`config.mk`:
```
export PLATFORM = sky130hd
export DESIGN_NAME = vmem_text_writer_flat
export DESIGN_NICKNAME = d
export VERILOG_FILES = /design/src/rtl/vmem_text_writer_if.sv /design/src/rtl/vmem_text_writer.sv /design/src/flat_wrapper.sv
export SDC_FILE = /design/constraint.sdc
export NUM_CORES = 1
export LEC_CHECK = 0
export BUFFER_PORTS_ARGS = -buffer_cell sky130_fd_sc_hd__buf_4
export CAP_MARGIN = 30
export CORE_AREA = 4 4 65 112
export CTS_BUF_LIST = sky130_fd_sc_hd__clkbuf_2
export DETAILED_ROUTE_END_ITERATION = 10
export DIE_AREA = 0 0 69 116
export GPL_TIMING_DRIVEN = 0
export PLACE_DENSITY = 0.81
export SYNTH_ARGS = -nofsm -noshare
export SYNTH_HDL_FRONTEND = slang
export SYNTH_SLANG_ARGS = --single-unit
```
`constraint.sdc`:
```
create_clock -name clk -period 3 [get_ports clk]
set_input_delay 0.3 -clock clk [delete_from_list [all_inputs] [get_ports clk]]
set_output_delay 0.3 -clock clk [all_outputs]
set_load 0.1 [all_outputs]
```
`src/rtl/vmem_text_writer_if.sv`:
```
// Character-in / vmem-write-out bus for vmem_text_writer.
// master = character producer and vmem consumer side, slave = the writer itself.
interface vmem_text_writer_if;
  logic        in_valid;
  logic [7:0]  in_ascii;
  logic        in_ready;
  logic        we;
  logic [11:0] waddr;
  logic [7:0]  wdata;

  modport master (
    output in_valid, in_ascii,
    input  in_ready, we, waddr, wdata
  );

  modport slave (
    input  in_valid, in_ascii,
    output in_ready, we, waddr, wdata
  );
endinterface

```
`src/rtl/vmem_text_writer.sv`:
```
// ASCII stream to text-mode vmem writer: cursor, wrap, backspace, hardware scroll via row_base.
// Optional feature macro: VMEM_TAB_EN (0x09 advances to the next 8-column stop).
module vmem_text_writer #(
  parameter int COLS  = 70,
  parameter int ROWS  = 30,
  parameter int PROWS = 32,
  parameter int COL_W = 7,
  parameter int ROW_W = 5
) (
  input  logic               clk,
  input  logic               rst,
  vmem_text_writer_if.slave  io,
  output logic [COL_W-1:0]   cur_col,
  output logic [ROW_W-1:0]   cur_row,
  output logic [ROW_W-1:0]   row_base,
  output logic               busy
);

  localparam logic [COL_W-1:0] LAST_COL  = COL_W'(COLS - 1);
  localparam logic [ROW_W-1:0] LAST_ROW  = ROW_W'(ROWS - 1);
  localparam logic [ROW_W-1:0] LAST_PROW = ROW_W'(PROWS - 1);
  localparam logic [7:0]       SPACE     = 8'h20;

  typedef enum logic [1:0] {INIT_CLR, IDLE, SCROLL_CLR} state_t;
  state_t state;

  logic [COL_W-1:0] clr_col;
  logic [ROW_W-1:0] clr_row;

  logic [ROW_W-1:0] prow;
  logic [ROW_W-1:0] scroll_prow;
  logic             wr_en;
  logic [COL_W-1:0] wr_col;
  logic [ROW_W-1:0] wr_prow;
  logic [7:0]       wr_data;
  logic             nl;
  logic             scroll;
  logic [COL_W-1:0] nxt_col;
  logic [ROW_W-1:0] nxt_row;
`ifdef VMEM_TAB_EN
  logic [COL_W-1:0] tab_col;
`endif

  // Character decode for the current in_ascii at the current cursor.
  always_comb begin
    prow        = row_base + cur_row;
    scroll_prow = row_base + ROW_W'(ROWS);
    wr_en       = 1'b0;
    wr_col      = cur_col;
    wr_prow     = prow;
    wr_data     = SPACE;
    nl          = 1'b0;
    nxt_col     = cur_col;
    nxt_row     = cur_row;
`ifdef VMEM_TAB_EN
    tab_col     = (cur_col | COL_W'(7)) + COL_W'(1);
`endif
    if (io.in_ascii >= 8'h20 && io.in_ascii <= 8'h7E) begin
      wr_en   = 1'b1;
      wr_data = io.in_ascii;
      if (cur_col == LAST_COL) nl = 1'b1;
      else                     nxt_col = cur_col + COL_W'(1);
    end else if (io.in_ascii == 8'h0A || io.in_ascii == 8'h0D) begin
      nl = 1'b1;
    end else if (io.in_ascii == 8'h08) begin
      if (cur_col != '0) begin
        wr_en   = 1'b1;
        nxt_col = cur_col - COL_W'(1);
        wr_col  = cur_col - COL_W'(1);
      end else if (cur_row != '0) begin
        wr_en   = 1'b1;
        nxt_col = LAST_COL;
        nxt_row = cur_row - ROW_W'(1);
        wr_col  = LAST_COL;
        wr_prow = row_base + (cur_row - ROW_W'(1));
      end
    end
`ifdef VMEM_TAB_EN
    else if (io.in_ascii == 8'h09) begin
      if (tab_col >= COL_W'(COLS)) nl = 1'b1;
      else                         nxt_col = tab_col;
    end
`endif
    if (nl) begin
      nxt_col = '0;
      if (cur_row != LAST_ROW) nxt_row = cur_row + ROW_W'(1);
    end
    scroll = nl && (cur_row == LAST_ROW);
  end

  always_ff @(posedge clk) begin
    if (rst) begin
      state       <= INIT_CLR;
      io.we       <= 1'b0;
      io.waddr    <= '0;
      io.wdata    <= '0;
      io.in_ready <= 1'b0;
      busy        <= 1'b1;
      cur_col     <= '0;
      cur_row     <= '0;
      row_base    <= '0;
      clr_col     <= '0;
      clr_row     <= '0;
    end else begin
      case (state)
        INIT_CLR: begin
          io.we    <= 1'b1;
          io.waddr <= {clr_col, clr_row};
          io.wdata <= SPACE;
          if (clr_col == LAST_COL) begin
            clr_col <= '0;
            clr_row <= clr_row + ROW_W'(1);
            if (clr_row == LAST_PROW) state <= IDLE;
          end else begin
            clr_col <= clr_col + COL_W'(1);
          end
        end
        IDLE: begin
          // Entered with in_ready low after a clear: spend one cycle re-opening the handshake.
          if (!io.in_ready) begin
            io.in_ready <= 1'b1;
            busy        <= 1'b0;
            io.we       <= 1'b0;
          end else if (io.in_valid) begin
            cur_col <= nxt_col;
            cur_row <= nxt_row;
            if (scroll) begin
              row_base    <= row_base + ROW_W'(1);
              clr_row     <= scroll_prow;
              io.in_ready <= 1'b0;
              busy        <= 1'b1;
              state       <= SCROLL_CLR;
              io.we       <= 1'b1;
              // A pure newline has a free write slot, so the row clear starts immediately.
              if (wr_en) begin
                io.waddr <= {wr_col, wr_prow};
                io.wdata <= wr_data;
                clr_col  <= '0;
              end else begin
                io.waddr <= {COL_W'(0), scroll_prow};
                io.wdata <= SPACE;
                clr_col  <= COL_W'(1);
              end
            end else begin
              io.we    <= wr_en;
              io.waddr <= {wr_col, wr_prow};
              io.wdata <= wr_data;
            end
          end else begin
            io.we <= 1'b0;
          end
        end
        SCROLL_CLR: begin
          io.we    <= 1'b1;
          io.waddr <= {clr_col, clr_row};
          io.wdata <= SPACE;
          if (clr_col == LAST_COL) begin
            clr_col <= '0;
            state   <= IDLE;
          end else begin
            clr_col <= clr_col + COL_W'(1);
          end
        end
        default: state <= INIT_CLR;
      endcase
    end
  end

endmodule

```
`src/flat_wrapper.sv`:
```
// flat-port wrapper written by rule: the top's interface ports become plain ports
module vmem_text_writer_flat 
#(
  parameter int COLS  = 70,
  parameter int ROWS  = 30,
  parameter int PROWS = 32,
  parameter int COL_W = 7,
  parameter int ROW_W = 5
)
  (clk, rst, cur_col, cur_row, row_base, busy, io_in_valid, io_in_ascii, io_in_ready, io_we, io_waddr, io_wdata);
  vmem_text_writer_if io_i ();
  input  logic clk;
  input  logic rst;
  output logic [COL_W-1:0] cur_col;
  output logic [ROW_W-1:0] cur_row;
  output logic [ROW_W-1:0] row_base;
  output logic busy;
  input wire logic [$bits(io_i.in_valid)-1:0] io_in_valid;
  input wire logic [$bits(io_i.in_ascii)-1:0] io_in_ascii;
  output wire logic [$bits(io_i.in_ready)-1:0] io_in_ready;
  output wire logic [$bits(io_i.we)-1:0] io_we;
  output wire logic [$bits(io_i.waddr)-1:0] io_waddr;
  output wire logic [$bits(io_i.wdata)-1:0] io_wdata;
  assign io_i.in_valid = io_in_valid;
  assign io_i.in_ascii = io_in_ascii;
  assign io_in_ready = io_i.in_ready;
  assign io_we = io_i.we;
  assign io_waddr = io_i.waddr;
  assign io_wdata = io_i.wdata;
  vmem_text_writer #(.COLS(COLS), .ROWS(ROWS), .PROWS(PROWS), .COL_W(COL_W), .ROW_W(ROW_W)) u_core (.clk(clk), .rst(rst), .io(io_i), .cur_col(cur_col), .cur_row(cur_row), .row_base(row_base), .busy(busy));
endmodule
```
==> impl_metrics.env, run 1 <==
export IMPL_status="complete, no violations"
export IMPL_synth_top_cell_area_share_pct=29.0
export IMPL_root_buffer="clkbuf_2"
export IMPL_crit_family="compound AO/OA/AOI/OAI gates"
export IMPL_rsz0062_at_grt="false"
export IMPL_vias=3803
export IMPL_crit_buf_inv=1
export IMPL_max_cap_violations=0
export IMPL_overflow=0
export IMPL_synthCells=457
export IMPL_rrSetupSlack_ps=350
export IMPL_track_usage_pct=27.7
export IMPL_yosys_warnings=0
export IMPL_grt_pass1_wl_um=18000
export IMPL_cpPeakStageDelay_ps=600
export IMPL_synth_top_area_cell="dfxtp_1"
export IMPL_crit_path_start_kind="register"
export IMPL_drtIter0Drc=371
export IMPL_fp_coreArea_um2=6440
export IMPL_holdPathEnd="u_core.io.wdata[2]"
export IMPL_path_class="register to register"
export IMPL_hold_class="primary input to register"
export IMPL_synth_area_top_cells="dfxtp_1 29%, ha_1 7.1%, a21oi_1 5.9%"
export IMPL_post_route_min_period_ps=2650
export IMPL_syn2layout_area_growth_pct=14.1
export IMPL_routabilityCongestion=0.975
export IMPL_vias_per_cell=6.37
export IMPL_clk_pin_slew_ps=290
export IMPL_post_cts_resized=0
export IMPL_p_leak_nw=1.76
export IMPL_n_antenna_cell=0
export IMPL_min_from="io_in_ascii[2]"
export IMPL_die_area_um2=8000
export IMPL_drtPass1Iterations=5
export IMPL_r2r_start="u_core.cur_row[2]"
export IMPL_slew_headroom_pct=53.8
export IMPL_hold_viol_final=0
export IMPL_clkLatencyLatePin_ps=490
export IMPL_crit_path_end_kind="register"
export IMPL_synth_async_reset_ratio_pct=0
export IMPL_cts_setup_buffers=0
export IMPL_cts_tree="yes"
export IMPL_fin_crit_sh_pct=88.3
export IMPL_synthTopCellsByCount="54 x dfxtp_1, 44 x a21oi_1, 40 x nand2_1, 40 x nor2_1, 24 x o21ai_0"
export IMPL_grt_max_degree=18
export IMPL_hold_depth=3
export IMPL_placed_cell_area_um2=4210
export IMPL_antenna_found_initial=0
export IMPL_ir_worst_vdd_mv=0.212
export IMPL_avgSynthCellArea_um2=8.15
export IMPL_pin_count=51
export IMPL_rows=39
export IMPL_finalInstanceArea_um2=4250
export IMPL_netlist_area_um2=3730
export IMPL_post_route_drc_count=0
export IMPL_die_height_um=116
export IMPL_grt_pass1_vias=3739
export IMPL_nFillCells=601
export IMPL_fin_nets=548
export IMPL_clock_path_buffers=2
export IMPL_crit_start="u_core.cur_row[2]"
export IMPL_port_buffers=50
export IMPL_initial_core_util_pct=57.8
export IMPL_worst_slew_pin_slew_ps=694
export IMPL_power_density_nw_per_um2=273
export IMPL_ys_types=71
export IMPL_reg2reg_to="u_core.io.waddr[4]"
export IMPL_numCtsBuffers=5
export IMPL_place_hpwl_um=8390
export IMPL_critPathRequiredTime_ps=3420
export IMPL_ys_seq_elements=54
export IMPL_fp_dieW_um=69
export IMPL_routedWlPerCell_um=18.4
export IMPL_arrival_ps=3070
export IMPL_synth_top_flop_cell="dfxtp_1"
export IMPL_ctsHoldBuffers=0
export IMPL_cpMaxStageDelayCell="dfxtp_1"
export IMPL_postRouteAntennaNets=0
export IMPL_finalSetupTns_ps=0
export IMPL_clock_skew_ps=10.2
export IMPL_synth_enable_flop_cells=0
export IMPL_yosysMostFrequentCell="dfxtp_1"
export IMPL_ys_seq_area_share_pct=29.0
export IMPL_slew_viol_final=0
export IMPL_max_freq_mhz=377
export IMPL_reg2reg_depth=9
export IMPL_setup_viol=0
export IMPL_final_layout_size_suffix_gt1_share_pct=16.5
export IMPL_drt_total_wl_um=11000
export IMPL_syn_nets=491
export IMPL_cp_cell_sequence="clkbuf_1 > xor2_1 > ha_1 > a21o_1 > a21oi_1 > xor2_1 > mux2i_1 > mux2i_1 > a311oi_1"
export IMPL_ctsHtreeMaxLevel=2
export IMPL_crit_path_max_fanout=10
export IMPL_cts_sinks=54
-- how the worst max path moves through the flow --
stage,cells after the start,end
detailed placement,9,u_core.io.waddr[4]
CTS,9,u_core.io.waddr[4]
floorplan,9,u_core.io.waddr[4]
global route,9,u_core.io.waddr[4]
finish,9,u_core.io.waddr[4]
global placement,9,u_core.io.waddr[4]
-- kinds of logic after synthesis --
group	after synthesis	share of synthesized area (%)
buf+inv	36	4.16
mux	13	3.69
compound gates	129	23.5
xor+xnor	16	3.76
simple gates	186	27.7
flops	54	29.0
fa+ha+maj	23	8.13
-- routing by layer --
layer  track usage, %  routed length [µm]  vias to the layer above
li1                 -                   -                     1790
met2             48.7                5440                      187
met4             21.1                 788                        0
met3             5.21                 738                       59
met1             29.0                4000                     1767
met5                0                   0                        -
-- tightest hold or removal path: stages --
cell and delay [ps]:
buf_4 140, nand3_1 70, a21oi_1 60
-- through the flow --
step	std cells	setup WS, ps	utilization, %	power, mW	hold WS (ps)
after floorplan	457	191	-	0.809	452
after global placement	589	516	65.3	0.850	440
after detailed placement	589	505	65.3	0.852	446
after CTS	597	411	66.0	1.16	66.9
after global routing	597	162	66.0	1.19	40.0
final	597	350	66.0	1.16	64.9
-- power by group --
group | leakage (nW) | internal [mW] | switching (mW) | total, mW
sequential | 0.438 | 0.728 | 0.00642 | 0.734
combinational | 1.29 | 0.0315 | 0.0757 | 0.107
clock | 0.0306 | 0.0587 | 0.259 | 0.318
total | 1.76 | 0.818 | 0.341 | 1.16
-- area by class of cell --
class	count	area, µm²	share of cell area [%]
Tap cell	82	103	2.41
Sequential cell	54	1080	25.5
Clock buffer	5	25.0	0.588
Clock inverter	3	21.3	0.500
Inverter	11	41.3	0.971
Buffer	25	114	2.68
Timing Repair Buffer	50	375	8.83
Multi-Input combinational cell	367	2490	58.5
-- placed cells by master, fill, tap and decap left out, types with 6 or more instances in the layout --
cell type,n
nor2_1,40
or3_1,6
a31oi_1,6
o21ai_0,24
buf_4,50
nor3_1,17
and3_1,16
a21oi_1,44
nand2_1,40
xor2_1,9
inv_1,10
clkbuf_1,19
dfxtp_1,52
mux2i_1,10
a21o_1,7
nand4_1,6
ha_1,21
xnor2_1,7
nand3_1,23
-- state kept, by name (all words and copies together) (netlist names) --
name and cells:
u_core.io.waddr 12, u_core.io.wdata 8, u_core.clr_col 7, u_core.cur_col 7
u_core.clr_row 5, u_core.cur_row 5, u_core.row_base 5, u_core.state 2
u_core.busy 1, u_core.io.in_ready 1, u_core.io.we 1
No activity file was read; power rests on OpenSTA's default activity.
==> inputs of run 2 (changes only) <==
--- a/config.mk
+++ b/config.mk
@@ -5,12 +5,13 @@
 export SDC_FILE = /design/constraint.sdc
 export NUM_CORES = 1
 export LEC_CHECK = 0
+export ABC_AREA = 1
 export BUFFER_PORTS_ARGS = -buffer_cell sky130_fd_sc_hd__buf_4
 export CAP_MARGIN = 30
-export CORE_AREA = 4 4 65 112
+export CORE_AREA = 4 4 65 111
 export CTS_BUF_LIST = sky130_fd_sc_hd__clkbuf_2
 export DETAILED_ROUTE_END_ITERATION = 10
-export DIE_AREA = 0 0 69 116
+export DIE_AREA = 0 0 69 115
 export GPL_TIMING_DRIVEN = 0
 export PLACE_DENSITY = 0.81
 export SYNTH_ARGS = -nofsm -noshare
==> impl_metrics.env, run 2 <==
export IMPL_max_cap_violations=0
export IMPL_initial_core_util_pct=58.9
export IMPL_power_density_nw_per_um2=297
export IMPL_avgSynthCellArea_um2=6.82
export IMPL_drt_total_wl_um=10400
export IMPL_root_buffer="clkbuf_2"
export IMPL_cpMaxStageDelayCell="dfxtp_1"
export IMPL_place_hpwl_um=7950
export IMPL_antenna_found_initial=0
export IMPL_p_leak_nw=1.83
export IMPL_crit_path_start_kind="register"
export IMPL_synth_xor_area_share_pct=4.03
export IMPL_synth_async_reset_ratio_pct=0
export IMPL_final_cell_mix="110 x nand2_1, 61 x inv_1, 54 x dfxtp_1"
export IMPL_post_cts_resized=0
export IMPL_cp_cell_sequence="inv_1 > ha_1 > xor2_1 > ha_1 > a21oi_1 > nand3_1 > nand2_1 > nand2_1 > nand2_1 > inv_1 > nand2_1 > nand3_1 > nand2_1 > a21oi_1"
export IMPL_rows=38
export IMPL_synth_top_family_by_area="simple AND/OR/NAND/NOR gates"
export IMPL_ys_types=38
export IMPL_fp_dieW_um=69
export IMPL_hold_viol_final=0
export IMPL_power_total_mw=1.26
export IMPL_synthCells=542
export IMPL_slew_viol_final=0
export IMPL_die_area_um2=7940
export IMPL_routabilityCongestion=0.956
export IMPL_port_buffers=50
export IMPL_vias_per_cell=5.64
export IMPL_min_from="io_in_ascii[4]"
export IMPL_crit_path_end_kind="register"
export IMPL_vias=3832
export IMPL_crit_buf_inv=2
export IMPL_grt_max_degree=17
export IMPL_layout_commonest_cell="nand2_1"
export IMPL_synth_top_flop_cell="dfxtp_1"
export IMPL_worst_slew_pin_slew_ps=658
export IMPL_ctsHoldBuffers=0
export IMPL_final_layout_size_suffix_gt1_share_pct=16.2
export IMPL_largest_register_ffs=12
export IMPL_rrSetupSlack_ps=500
export IMPL_clock_skew_ps=12.6
export IMPL_yosys_area_share_adder_pct=8.20
export IMPL_setup_viol=0
export IMPL_track_usage_pct=26.7
export IMPL_drtPass1Iterations=5
export IMPL_yosysMostFrequentCell="nand2_1"
export IMPL_grt_pass1_wl_um=17300
export IMPL_arrival_ps=2890
export IMPL_hold_depth=3
export IMPL_synthTopCellsByCount="110 x nand2_1, 61 x inv_1, 54 x dfxtp_1"
export IMPL_grt_pass1_vias=3879
export IMPL_status="complete, no violations"
export IMPL_r2r_start="u_core.cur_row[1]"
export IMPL_reg2reg_to="u_core.io.waddr[3]"
export IMPL_crit_path_max_fanout=8
export IMPL_clock_path_buffers=2
export IMPL_overflow=0
export IMPL_cpPeakStageDelay_ps=600
export IMPL_post_route_drc_count=0
export IMPL_path_common_cell="nand2_1"
export IMPL_ir_worst_vdd_mv=0.189
export IMPL_cts_tree="yes"
export IMPL_max_freq_mhz=400
export IMPL_placed_cell_area_um2=4170
export IMPL_ys_seq_elements=54
export IMPL_crit_family="flip-flops"
export IMPL_pin_count=51
export IMPL_post_route_min_period_ps=2500
export IMPL_syn_nets=576
export IMPL_fin_nets=633
export IMPL_postRouteAntennaNets=0
export IMPL_synth_area_top_cells="dfxtp_1 29%, nand2_1 11%, a21oi_1 7.2%"
export IMPL_synth_top_cell_area_share_pct=29.3
export IMPL_fin_crit_sh_pct=83.2
export IMPL_synth_mux_area_share_pct=0
export IMPL_cts_sinks=54
export IMPL_netlist_area_um2=3690
export IMPL_top_regs="u_core.io.waddr: 12 flops, u_core.io.wdata: 8 flops"
export IMPL_finalInstanceArea_um2=4240
export IMPL_yosys_area_share_simple_pct=30.0
export IMPL_synth_compound_area_share_pct=19.0
export IMPL_clk_pin_slew_ps=300
export IMPL_synth_enable_flop_cells=0
export IMPL_die_height_um=115
export IMPL_ctsHtreeMaxLevel=2
export IMPL_path_depth=14
export IMPL_ys_seq_area_share_pct=29.3
export IMPL_holdPathEnd="u_core.io.wdata[4]"
export IMPL_synth_top_area_cell="dfxtp_1"
export IMPL_path_class="register to register"
export IMPL_critPathRequiredTime_ps=3390
export IMPL_clkLatencyLatePin_ps=490
export IMPL_routedWlPerCell_um=15.3
export IMPL_cts_setup_buffers=0
export IMPL_rsz0062_at_grt="false"
export IMPL_numCtsBuffers=5
export IMPL_reg2reg_depth=14
export IMPL_slew_headroom_pct=55.9
export IMPL_finalSetupTns_ps=0
export IMPL_fp_coreArea_um2=6280
export IMPL_drtIter0Drc=341
export IMPL_top_register="u_core.io.waddr"
export IMPL_n_antenna_cell=0
export IMPL_yosys_warnings=0
export IMPL_syn2layout_area_growth_pct=14.6
export IMPL_hold_class="primary input to register"
run 2: cell type report:
| cell class | instances | area, µm² |
|---|---|---|
| multi-input cells | 402 | 2260 |
| repair buffers | 50 | 375 |
| inverters | 68 | 255 |
| clock inverters | 3 | 40.0 |
| plain buffers | 18 | 96.3 |
| well taps | 80 | 100 |
| clock buffers | 5 | 25.0 |
| fillers | 583 | 2040 |
| flip-flops and latches | 54 | 1080 |
run 2: stage by stage:
stage	hold slack (ps)	std cells	util (%)	setup slack, ps
2_1_floorplan	454	542	-	201
3_3_place_gp	435	672	66.4	693
3_5_place_dp	445	672	66.4	570
4_1_cts	56.7	680	67.5	540
5_1_grt	32.0	680	67.5	216
6_report	63.6	680	67.5	503
run 2: power breakdown:
part           total (mW)  internal, mW  switching (mW)
combinational       0.125        0.0368          0.0881
sequential          0.735         0.728         0.00677
clock               0.397         0.138           0.259
total                1.26         0.903           0.354
run 2: worst reg2reg max path, delay by kind of cell, from the launching register on:
family / cells / cell delay (ps)
adder cells (fa/ha/maj): 2 / 580
XOR/XNOR: 1 / 270
AND/OR/NAND/NOR: 7 / 520
buffers and inverters: 2 / 180
AO/OA/AOI/OAI: 2 / 250
flip-flops: 1 / 600
run 2: logic make-up (layout without fill, tap and decap cells):
group                      after synthesis  in the layout
and+or+nand+nor                        237            237
AOI/OAI and AO/OA                      125            125
buffers and inverters                   86            144
DFF                                     54             54
adders and majority gates               23             23
xor gates and xnor gates                17             17
run 2: how the worst max path moves through the flow:
| stage | start | slack, ps | endpoint |
|---|---|---|---|
| 2_1_floorplan | u_core.cur_row[0] | 200 | u_core.io.waddr[3] |
| 3_3_place_gp | u_core.cur_row[1] | 690 | u_core.io.waddr[3] |
| 3_5_place_dp | u_core.cur_row[1] | 570 | u_core.io.waddr[3] |
| 4_1_cts | u_core.cur_row[1] | 540 | u_core.io.waddr[3] |
| 5_1_grt | u_core.cur_row[1] | 220 | u_core.io.waddr[3] |
| 6_report | u_core.cur_row[1] | 500 | u_core.io.waddr[3] |
run 2: layer usage:
layer | share of wire (%) | track usage (%) | vias up
li1 | - | - | 1913
met1 | 38 | 27.9 | 1749
met2 | 53 | 49.6 | 136
met3 | 4.9 | 4.90 | 34
met4 | 3.6 | 15.1 | 0
met5 | 0 | 0 | -
==> inputs of run 3 (changes only) <==
==> constraint.sdc (replaced) <==
create_clock -name clk -period 2.6 [get_ports clk]
set_input_delay 0.26 -clock clk [delete_from_list [all_inputs] [get_ports clk]]
set_output_delay 0.26 -clock clk [all_outputs]
set_load 0.1 [all_outputs]
==> impl_metrics.env, run 3 (synthesis gave the netlist of run 2 again) <==
export IMPL_status="complete, no violations"
export IMPL_rows=38
export IMPL_max_freq_mhz=423
export IMPL_top_register="u_core.io.waddr"
export IMPL_fin_nets=634
export IMPL_layoutNonFillerInstCount=681
export IMPL_hold_viol_final=0
export IMPL_drtIter0Drc=403
export IMPL_clock_path_buffers=2
export IMPL_vias_per_cell=5.60
export IMPL_fp_dieW_um=69
export IMPL_routedWlPerCell_um=14.9
export IMPL_crit_path_start_kind="register"
export IMPL_final_layout_size_suffix_gt1_share_pct=16.6
export IMPL_rsz0062_at_grt="false"
export IMPL_die_area_um2=7940
export IMPL_post_route_min_period_ps=2360
export IMPL_setup_viol=0
export IMPL_grt_pass1_wl_um=17100
export IMPL_routabilityCongestion=0.933
export IMPL_arrival_ps=2760
export IMPL_crit_path_end_kind="register"
export IMPL_vias=3811
export IMPL_drtPass1Iterations=5
export IMPL_port_buffers=50
export IMPL_ctsHtreeMaxLevel=2
export IMPL_root_buffer="clkbuf_2"
export IMPL_pre_cts_ws_ps=290
export IMPL_clock_skew_ps=19.8
export IMPL_path_class="register to register"
export IMPL_layout_commonest_cell="nand2_1"
export IMPL_slew_headroom_pct=56.2
export IMPL_track_usage_pct=26.2
export IMPL_dp_cells=672
export IMPL_fin_crit_sh_pct=90.9
export IMPL_placed_cell_area_um2=4170
export IMPL_clk_pin_slew_ps=300
export IMPL_fin_util_pct=67.9
export IMPL_ir_worst_vdd_mv=0.211
export IMPL_slew_viol_final=0
export IMPL_worst_slew_pin_slew_ps=653
export IMPL_clkLatencyLatePin_ps=490
export IMPL_drt_total_wl_um=10200
export IMPL_grt_max_degree=18
export IMPL_place_hpwl_um=7750
export IMPL_initial_core_util_pct=58.9
export IMPL_max_cap_violations=0
export IMPL_power_density_nw_per_um2=339
export IMPL_n_antenna_cell=0
export IMPL_overflow=0
export IMPL_largest_register_ffs=12
export IMPL_grt_pass1_vias=3647
export IMPL_syn2layout_area_growth_pct=15.4
export IMPL_cts_sinks=54
export IMPL_finalSetupTns_ps=0
export IMPL_cts_tree="yes"
export IMPL_final_cell_mix="110 x nand2_1, 61 x inv_1, 53 x buf_4, 53 x a21oi_1, 52 x dfxtp_1"
export IMPL_crit_path_max_fanout=6
export IMPL_setup_ws_ps=237
export IMPL_pin_count=51
export IMPL_antenna_found_initial=0
export IMPL_post_route_drc_count=0
export IMPL_top_regs="u_core.io.waddr: 12 flops, u_core.io.wdata: 8 flops"
export IMPL_hold_class="primary input to register"
export IMPL_numCtsBuffers=5
export IMPL_die_height_um=115
export IMPL_p_leak_nw=1.83
export IMPL_postRouteAntennaNets=0
export IMPL_fp_coreArea_um2=6280
export IMPL_critPathRequiredTime_ps=2990
export IMPL_finalInstanceArea_um2=4260
run 3: report_power, final:
part,total (mW),internal (mW),leakage [nW],switching (mW)
clock,0.459,0.160,0.0352,0.298
sequential,0.846,0.839,0.438,0.00712
combinational,0.142,0.0431,1.36,0.0984
total,1.45,1.04,1.83,0.404
run 3: area by class of cell:
type                            instances  area [µm²]
Timing Repair Buffer                   51         385
Tap cell                               80         100
Multi-Input combinational cell        402        2270
Clock inverter                          3        45.0
Buffer                                 18        96.3
Sequential cell                        54        1090
Inverter                               68         255
Fill cell                             589        2010
Clock buffer                            5        25.0
run 3: critical path, cell delays in order (launching register included):
cell	delay, ps
dfxtp_2	460
inv_1	120
ha_1	270
xor2_2	180
ha_1	350
a21oi_1	210
nand3_1	100
nand2_1	80
nand2_1	50
nand2_1	80
inv_1	40
nand2_1	80
nand3_1	100
nand2_1	100
a21oi_1	60
run 3: through the flow:
step / hold WS (ps) / power [mW]
floorplan: 419 / 0.956
global placement: 434 / 0.998
detailed placement: 449 / 1.00
CTS: 7.14 / 1.45
global route: 10.6 / 1.49
finish: 11.7 / 1.45
run 3: path summary, 6_finish.rpt:
| kind | from | depth (start not counted) | endpoint | slack [ps] |
|---|---|---|---|---|
| setup / recovery | u_core.cur_row[0] | 14 | u_core.io.waddr[3] | 240 |
| hold / removal | io_in_ascii[4] | 3 | u_core.io.wdata[4] | 10 |
| setup reg to reg | u_core.cur_row[0] | 14 | u_core.io.waddr[3] | 240 |
| hold reg to reg | u_core.io.wdata[7] | 2 | u_core.io.wdata[7] | 470 |
run 3: layer usage:
metal | part of all wire [%] | wire [µm] | up-vias | global-route usage, %
li1 | - | - | 1907 | -
met1 | 39 | 3970 | 1740 | 28.8
met2 | 53 | 5390 | 130 | 50.1
met3 | 5.0 | 508 | 34 | 3.50
met4 | 3.0 | 306 | 0 | 10.7
met5 | 0 | 0 | - | 0
run 3: what timing repair did:
action | CTS | global route
endpoints found under the setup margin | 0 | 1
hold buffers | 0 | 1
buffers inserted | 0 | 0
endpoints found under the hold margin | 0 | 1
resized for setup | 0 | 2
